`config.mk`:
```
export PLATFORM = sky130hd
export DESIGN_NAME = spi_reg_config_flat
export DESIGN_NICKNAME = d
export VERILOG_FILES = /design/src/rtl/spi_reg_config_pkg.sv /design/src/rtl/spi_reg_config_if.sv /design/src/rtl/spi_reg_config_sync_edge.sv /design/src/rtl/spi_reg_config.sv /design/src/flat_wrapper.sv
export SDC_FILE = /design/constraint.sdc
export NUM_CORES = 1
export LEC_CHECK = 0
export ABC_AREA = 1
export CAP_MARGIN = 10
export CELL_PAD_IN_SITES_DETAIL_PLACEMENT = 1
export CELL_PAD_IN_SITES_GLOBAL_PLACEMENT = 2
export CORE_MARGIN = 2
export CORE_UTILIZATION = 39
export CTS_CLUSTER_DIAMETER = 80
export CTS_CLUSTER_SIZE = 28
export DETAILED_ROUTE_END_ITERATION = 8
export DONT_BUFFER_PORTS = 1
export GPL_TIMING_DRIVEN = 0
export PLACE_DENSITY = 0.74
export SLEW_MARGIN = 5
export SYNTH_ARGS = -nofsm -noshare
export SYNTH_HDL_FRONTEND = slang
export SYNTH_SLANG_ARGS = --single-unit
```
`constraint.sdc`:
```
create_clock -name clk -period 2.5 [get_ports clk]
set_input_delay 0.125 -clock clk [delete_from_list [all_inputs] [get_ports clk]]
set_output_delay 0.125 -clock clk [all_outputs]
set_load 0.01 [all_outputs]
```
`src/rtl/spi_reg_config_pkg.sv`:
```
// Shared types and constants for the SPI register-configuration target.
package spi_reg_config_pkg;

    localparam int unsigned FRAME_BITS = 16;
    localparam int unsigned ADDR_W     = 7;
    localparam int unsigned DATA_W     = 8;
    localparam int unsigned NUM_REGS   = 5;

    localparam logic [ADDR_W-1:0] ADDR_OUT_7_0  = 7'h00;
    localparam logic [ADDR_W-1:0] ADDR_OUT_15_8 = 7'h01;
    localparam logic [ADDR_W-1:0] ADDR_PWM_7_0  = 7'h02;
    localparam logic [ADDR_W-1:0] ADDR_PWM_15_8 = 7'h03;
    localparam logic [ADDR_W-1:0] ADDR_DUTY     = 7'h04;

    typedef enum logic [1:0] {
        StIdle,
        StShift,
        StCommit
    } state_e;

endpackage

```
`src/rtl/spi_reg_config_if.sv`:
```
// SPI pin bundle: the external master drives, the register target listens.
interface spi_reg_config_if;

    logic sclk;
    logic copi;
    logic ncs;

    modport master (output sclk, output copi, output ncs);
    modport slave  (input sclk, input copi, input ncs);

endinterface

```
`src/rtl/spi_reg_config_sync_edge.sv`:
```
// Multi-flop synchronizer for one asynchronous pin, with optional rise/fall detection.
module sync_edge #(
    parameter int unsigned SYNC_STAGES = 2,
    parameter bit          EDGE_DETECT = 1'b1
) (
    input  logic clk,
    input  logic rst_n,
    input  logic async_in,
    output logic sync,
    output logic rise,
    output logic fall
);

    logic [SYNC_STAGES-1:0] chain_q;

    always_ff @(posedge clk) begin
        if (!rst_n) begin
            chain_q <= '0;
        end else begin
            chain_q <= {chain_q[SYNC_STAGES-2:0], async_in};
        end
    end

    assign sync = chain_q[SYNC_STAGES-1];

    if (EDGE_DETECT) begin : g_edge
        logic hist_q;

        always_ff @(posedge clk) begin
            if (!rst_n) begin
                hist_q <= 1'b0;
            end else begin
                hist_q <= sync;
            end
        end

        assign rise = sync & ~hist_q;
        assign fall = ~sync & hist_q;
    end else begin : g_no_edge
        assign rise = 1'b0;
        assign fall = 1'b0;
    end

endmodule

```
`src/rtl/spi_reg_config.sv`:
```
// SPI mode-0 write-only target: decodes 16-bit frames into the PWM peripheral's
// control registers, oversampling the SPI pins on clk.
module spi_reg_config #(
    parameter int unsigned SYNC_STAGES = 2,
    parameter int unsigned FRAME_BITS  = spi_reg_config_pkg::FRAME_BITS,
    parameter int unsigned MAX_ADDR    = 4
) (
    input  logic                    clk,
    input  logic                    rst_n,
    spi_reg_config_if.slave         spi,
    output logic [7:0]              en_reg_out_7_0,
    output logic [7:0]              en_reg_out_15_8,
    output logic [7:0]              en_reg_pwm_7_0,
    output logic [7:0]              en_reg_pwm_15_8,
    output logic [7:0]              pwm_duty_cycle,
    output logic                    wr_strobe,
    output logic                    frame_err
);

    import spi_reg_config_pkg::*;

    localparam int unsigned CNT_W = $clog2(FRAME_BITS + 2);
    localparam logic [CNT_W-1:0] CNT_FULL    = CNT_W'(FRAME_BITS);
    localparam logic [CNT_W-1:0] CNT_OVERRUN = CNT_W'(FRAME_BITS + 1);

    logic sclk_sync, sclk_rise, sclk_fall;
    logic copi_sync, copi_rise, copi_fall;
    logic ncs_sync, ncs_rise, ncs_fall;

    sync_edge #(.SYNC_STAGES(SYNC_STAGES), .EDGE_DETECT(1'b1)) u_sync_sclk (
        .clk      (clk),
        .rst_n    (rst_n),
        .async_in (spi.sclk),
        .sync     (sclk_sync),
        .rise     (sclk_rise),
        .fall     (sclk_fall)
    );

    sync_edge #(.SYNC_STAGES(SYNC_STAGES), .EDGE_DETECT(1'b0)) u_sync_copi (
        .clk      (clk),
        .rst_n    (rst_n),
        .async_in (spi.copi),
        .sync     (copi_sync),
        .rise     (copi_rise),
        .fall     (copi_fall)
    );

    sync_edge #(.SYNC_STAGES(SYNC_STAGES), .EDGE_DETECT(1'b1)) u_sync_ncs (
        .clk      (clk),
        .rst_n    (rst_n),
        .async_in (spi.ncs),
        .sync     (ncs_sync),
        .rise     (ncs_rise),
        .fall     (ncs_fall)
    );

    logic unused_sync_outputs;
    assign unused_sync_outputs = ^{sclk_sync, sclk_fall, copi_rise, copi_fall, ncs_sync};

    state_e                 state_q;
    logic [FRAME_BITS-1:0]  shift_q;
    logic [CNT_W-1:0]       bit_cnt_q;
    logic [DATA_W-1:0]      regs_q [NUM_REGS];

    logic                   frame_rw;
    logic [ADDR_W-1:0]      frame_addr;
    logic [DATA_W-1:0]      frame_data;
    logic                   frame_ok;

    assign frame_rw   = shift_q[FRAME_BITS-1];
    assign frame_addr = shift_q[FRAME_BITS-2 -: ADDR_W];
    assign frame_data = shift_q[DATA_W-1:0];
    // Short and overrun frames both fail the exact-count test.
    assign frame_ok   = (bit_cnt_q == CNT_FULL) && frame_rw &&
                        (frame_addr <= ADDR_W'(MAX_ADDR));

    always_ff @(posedge clk) begin
        if (!rst_n) begin
            state_q   <= StIdle;
            shift_q   <= '0;
            bit_cnt_q <= '0;
            wr_strobe <= 1'b0;
            frame_err <= 1'b0;
            for (int unsigned i = 0; i < NUM_REGS; i++) begin
                regs_q[i] <= '0;
            end
        end else begin
            wr_strobe <= 1'b0;
            frame_err <= 1'b0;
            unique case (state_q)
                StIdle: begin
                    if (ncs_fall) begin
                        state_q   <= StShift;
                        shift_q   <= '0;
                        bit_cnt_q <= '0;
                    end
                end
                StShift: begin
                    // A final sclk bit coinciding with ncs_rise is still captured.
                    if (sclk_rise) begin
                        shift_q <= {shift_q[FRAME_BITS-2:0], copi_sync};
                        if (bit_cnt_q != CNT_OVERRUN) begin
                            bit_cnt_q <= bit_cnt_q + CNT_W'(1);
                        end
                    end
                    if (ncs_rise) begin
                        state_q <= StCommit;
                    end
                end
                StCommit: begin
                    if (frame_ok) begin
                        for (int unsigned i = 0; i < NUM_REGS; i++) begin
                            if (frame_addr == ADDR_W'(i)) begin
                                regs_q[i] <= frame_data;
                            end
                        end
                        wr_strobe <= 1'b1;
                    end else begin
                        frame_err <= 1'b1;
                    end
                    if (ncs_fall) begin
                        state_q   <= StShift;
                        shift_q   <= '0;
                        bit_cnt_q <= '0;
                    end else begin
                        state_q <= StIdle;
                    end
                end
                default: state_q <= StIdle;
            endcase
        end
    end

    assign en_reg_out_7_0  = regs_q[0];
    assign en_reg_out_15_8 = regs_q[1];
    assign en_reg_pwm_7_0  = regs_q[2];
    assign en_reg_pwm_15_8 = regs_q[3];
    assign pwm_duty_cycle  = regs_q[4];

endmodule

```
`src/flat_wrapper.sv`:
```
// flat-port wrapper written by rule: the top's interface ports become plain ports
module spi_reg_config_flat import spi_reg_config_pkg::*;
#(
    parameter int unsigned SYNC_STAGES = 2,
    parameter int unsigned FRAME_BITS  = spi_reg_config_pkg::FRAME_BITS,
    parameter int unsigned MAX_ADDR    = 4
)
  (clk, rst_n, en_reg_out_7_0, en_reg_out_15_8, en_reg_pwm_7_0, en_reg_pwm_15_8, pwm_duty_cycle, wr_strobe, frame_err, spi_sclk, spi_copi, spi_ncs);
  spi_reg_config_if spi_i ();
  input  logic clk;
  input  logic rst_n;
  output logic [7:0] en_reg_out_7_0;
  output logic [7:0] en_reg_out_15_8;
  output logic [7:0] en_reg_pwm_7_0;
  output logic [7:0] en_reg_pwm_15_8;
  output logic [7:0] pwm_duty_cycle;
  output logic wr_strobe;
  output logic frame_err;
  input wire logic [$bits(spi_i.sclk)-1:0] spi_sclk;
  input wire logic [$bits(spi_i.copi)-1:0] spi_copi;
  input wire logic [$bits(spi_i.ncs)-1:0] spi_ncs;
  assign spi_i.sclk = spi_sclk;
  assign spi_i.copi = spi_copi;
  assign spi_i.ncs = spi_ncs;
  spi_reg_config #(.SYNC_STAGES(SYNC_STAGES), .FRAME_BITS(FRAME_BITS), .MAX_ADDR(MAX_ADDR)) u_core (.clk(clk), .rst_n(rst_n), .spi(spi_i), .en_reg_out_7_0(en_reg_out_7_0), .en_reg_out_15_8(en_reg_out_15_8), .en_reg_pwm_7_0(en_reg_pwm_7_0), .en_reg_pwm_15_8(en_reg_pwm_15_8), .pwm_duty_cycle(pwm_duty_cycle), .wr_strobe(wr_strobe), .frame_err(frame_err));
endmodule
```
==> impl_results.md <==
- Hold WS: between 0.09 and 0.1 ns
- TritonCTS clock tree: done
- Critical path buffer and inverter count: 1
- Final worst path period share: 0.889
- Final setup TNS: 0 ns
- Final setup fails: 0
- Mapped Avg Cell Area: 10.8 um^2
- RR Endpoint: u_core.regs_q[0][22]$_DFFE_PP_
- Grt ovf: 0
- Routed Antenna Nets: 0
- PortBufs: 0
- R2r setup slk: 0.28 ns
- CP endpoint: u_core.regs_q[0][22]$_DFFE_PP_
- Vias in the first global route: between 1.5k and 2k
- Outcome: completed
- Clk_lat worst skew: 0.35 ns
- CP most frequent cell: nand2_1
- Synthesis-stage register bit count: 73
- Die area: between 7000 and 8000 um^2
- Ant diodes: 0
- Critical Path AT: 2.19 ns
- CTS buffer count: 9
- Post-synthesis sequential area ratio: 0.676
- Max-slew violations: 0
- Met2 usage: 0.248
- RePlAce Congestion: 0.719
- Class of the worst hold path: in2reg
- Largest net degree at the start of global routing: 16
- Drt initial violations: a little under 80
- CP startpoint: u_core.bit_cnt_q[0]$_SDFFE_PN0P_
- Max-Cap Viols: 0
- Nets: 278
- Critical path depth: 8
- Mapped Cells: 255
- Unrepaired setup endpoints after global routing: false
- Cell Area, Synth: 2750 um^2
- DIE WIDTH: 88.0 um
- Drt pass-1 iters: 4
- Max Fclk: roughly 0.45 GHz
- Period minus WS final: 2.22 ns
- CP endpoint kind: register
- Worst-path cell with the longest stage delay: o21ai_1
- Worst hold start: rst_n
- Drt via density: about 4.7
- CTS resizes: 0
- Critical path cell sequence: inv_1 > ha_1 > nand2_1 > nor2_4 > nand2_1 > nand2_2 > nand4_1 > o21ai_1
- Rel. slew slack: 0.403
- H-Tree Depth: 3
- Worst reg2reg path depth: 8
- Share of layout cells above drive strength 1: 0.149
- Placeable Area: 6790 um^2
- Worst Setup Start Kind: register
- First-pass GRT wire length: 8.50 mm
- Worst vdd ir: roughly 330 uV
- Req. time, crit path: 2.47 ns
- Commonest non-fill, non-tap cell in the layout: nand2_1
- Met1 global-route usage: 0.177
- Distinct cells, synth: 26
- Commonest cells after routing, fill and taps aside: 58 x nand2_1, 40 x edfxtp_1, 33 x dfxtp_1
- DRC: 0
- Post-CTS setup buffer count: 0
- Actual slew at the worst max-slew pin: just under 0.9 ns
- CTS sink cnt: 73
- Syn_nets: 263
- Layout area overhead: 12.5%
- Fin. Hold Viols: 0
- CP Class: reg2reg
- Worst Skew: 0.0112 ns
- Bufs on Longest Clock Path: 2
- Crit-path leading delay family: compound AO/OA/AOI/OAI gates
- Routed len/inst: 14.0 um
- CTS root buffer: clkbuf_8
- P_leak: approximately 1.2 nW
- Overall routing resource usage: 0.150
- Die Y: 88.0 um
- Number of synthesis warnings: 0
- CP peak stage delay: 0.72 ns
- Worst-path fanout max: 8
- Std-Cell Rows: 30
- Grt peak-use layer: met2
- Post-DP HPWL: 3.69 mm
- Power Density: 717 nW/um^2
- Met3 Usage GRT: 0.0566
- Worst R2R Start: u_core.bit_cnt_q[0]$_SDFFE_PN0P_
- Via Count: 1,759
- Initial Util: 0.405
- Clk slew on worst S/H paths: approximately 0.080 ns
- Initial antenna violation count: 0
- Aggregate routed wire length: 5.18 mm
- I/O pin total: 47
[final cells by class]
cell class                      count  area [um^2]
Tap cell                           96          120
Sequential cell                    73         1860
Timing Repair Buffer                4         40.0
Buffer                              6         27.5
Clock inverter                      7         61.3
Fill cell                         754         3700
Clock buffer                        9          124
Inverter                           35          131
Multi-Input combinational cell    141          732
[per-stage QoR]
| stage | instances | setup WS, ns | total power [mW] | cell area, um^2 | util |
|---|---|---|---|---|---|
| after global routing | 371 | 0.0927 | 2.30 | 3100 | 0.456 |
| after CTS | 371 | 0.238 | 2.25 | 3100 | 0.456 |
| after detailed placement | 351 | 0.255 | 1.40 | 2870 | 0.423 |
| final | 371 | 0.277 | 2.22 | 3100 | 0.456 |
| after global placement | 351 | 0.325 | 1.39 | 2870 | 0.423 |
| after floorplan | 255 | 0.701 | 1.37 | 2750 | - |
[worst min-delay path by stage]
| stage | end | cells after the start |
|---|---|---|
| 2_1_floorplan | u_core.u_sync_sclk.chain_q[1]$_SDFF_PN0_ | 2 |
| 3_3_place_gp | u_core.u_sync_sclk.g_edge.hist_q$_SDFF_PN0_ | 2 |
| 3_5_place_dp | u_core.u_sync_sclk.chain_q[0]$_SDFF_PN0_ | 2 |
| 4_1_cts | u_core.wr_strobe$_SDFF_PN0_ | 4 |
| 5_1_grt | u_core.wr_strobe$_SDFF_PN0_ | 4 |
| 6_report | u_core.wr_strobe$_SDFF_PN0_ | 4 |
[Yosys cell counts (all sizes together)]
cell type,count,share of area
nor2,16,0.040
dfxtp,33,0.24
nand3,26,0.054
o21ai,6,0.015
buf,2,0.0045
ha,3,0.014
inv,35,0.048
xor2,1,0.0032
nor3,3,0.0073
nand2,63,0.090
edfxtp,40,0.44
nand4,2,0.0045
nor4,1,0.0023
clkbuf,4,0.0055
a21oi,20,0.036
[metal layers]
| layer | vias to the layer above | part of all wire |
|---|---|---|
| met1 | 835 | 0.44 |
| met2 | 47 | 0.48 |
| li1 | 869 | - |
| met3 | 8 | 0.058 |
| met5 | - | 0 |
| met4 | 0 | 0.014 |
[state kept, by name (all words and copies together), names as in the netlist]
name                              flops
u_core.u_sync_ncs.g_edge.hist_q       1
u_core.frame_err                      1
u_core.bit_cnt_q                      5
u_core.u_sync_copi.chain_q            2
u_core.shift_q                       16
u_core.u_sync_sclk.chain_q            2
u_core.u_sync_ncs.chain_q             2
u_core.regs_q                        40
u_core.u_sync_sclk.g_edge.hist_q      1
u_core.wr_strobe                      1
u_core.state_q                        2
[worst reg2reg max path, stage by stage, from the launching register on]
cell and delay [ns]:
dfxtp_1 0.35, inv_1 0.08, ha_1 0.14, nand2_1 0.08
nor2_4 0.15, nand2_1 0.09, nand2_2 0.12, nand4_1 0.11
o21ai_1 0.72
[power by group]
group | internal (mW) | switching (mW) | leakage (nW)
logic | 0.0138 | 0.0436 | 0.452
clock network | 0.376 | 0.473 | 0.0884
registers | 1.29 | 0.0230 | 0.680
[timing repair]
item | 4_1_cts | 5_1_grt
hold buffers | 4 | 0
endpoints found under the hold margin | 10 | 0
setup endpoints to repair | 0 | 0
[cell families after synthesis]
kind of cell	Yosys count	share of synthesized area
buffers and inverters	41	0.0577
flip-flops	73	0.676
adder cells (fa/ha/maj)	3	0.0136
AO/OA/AOI/OAI	26	0.0514
XOR/XNOR	1	0.00318
AND/OR/NAND/NOR	111	0.198
Note: power is estimated with default switching activity, not from simulation.
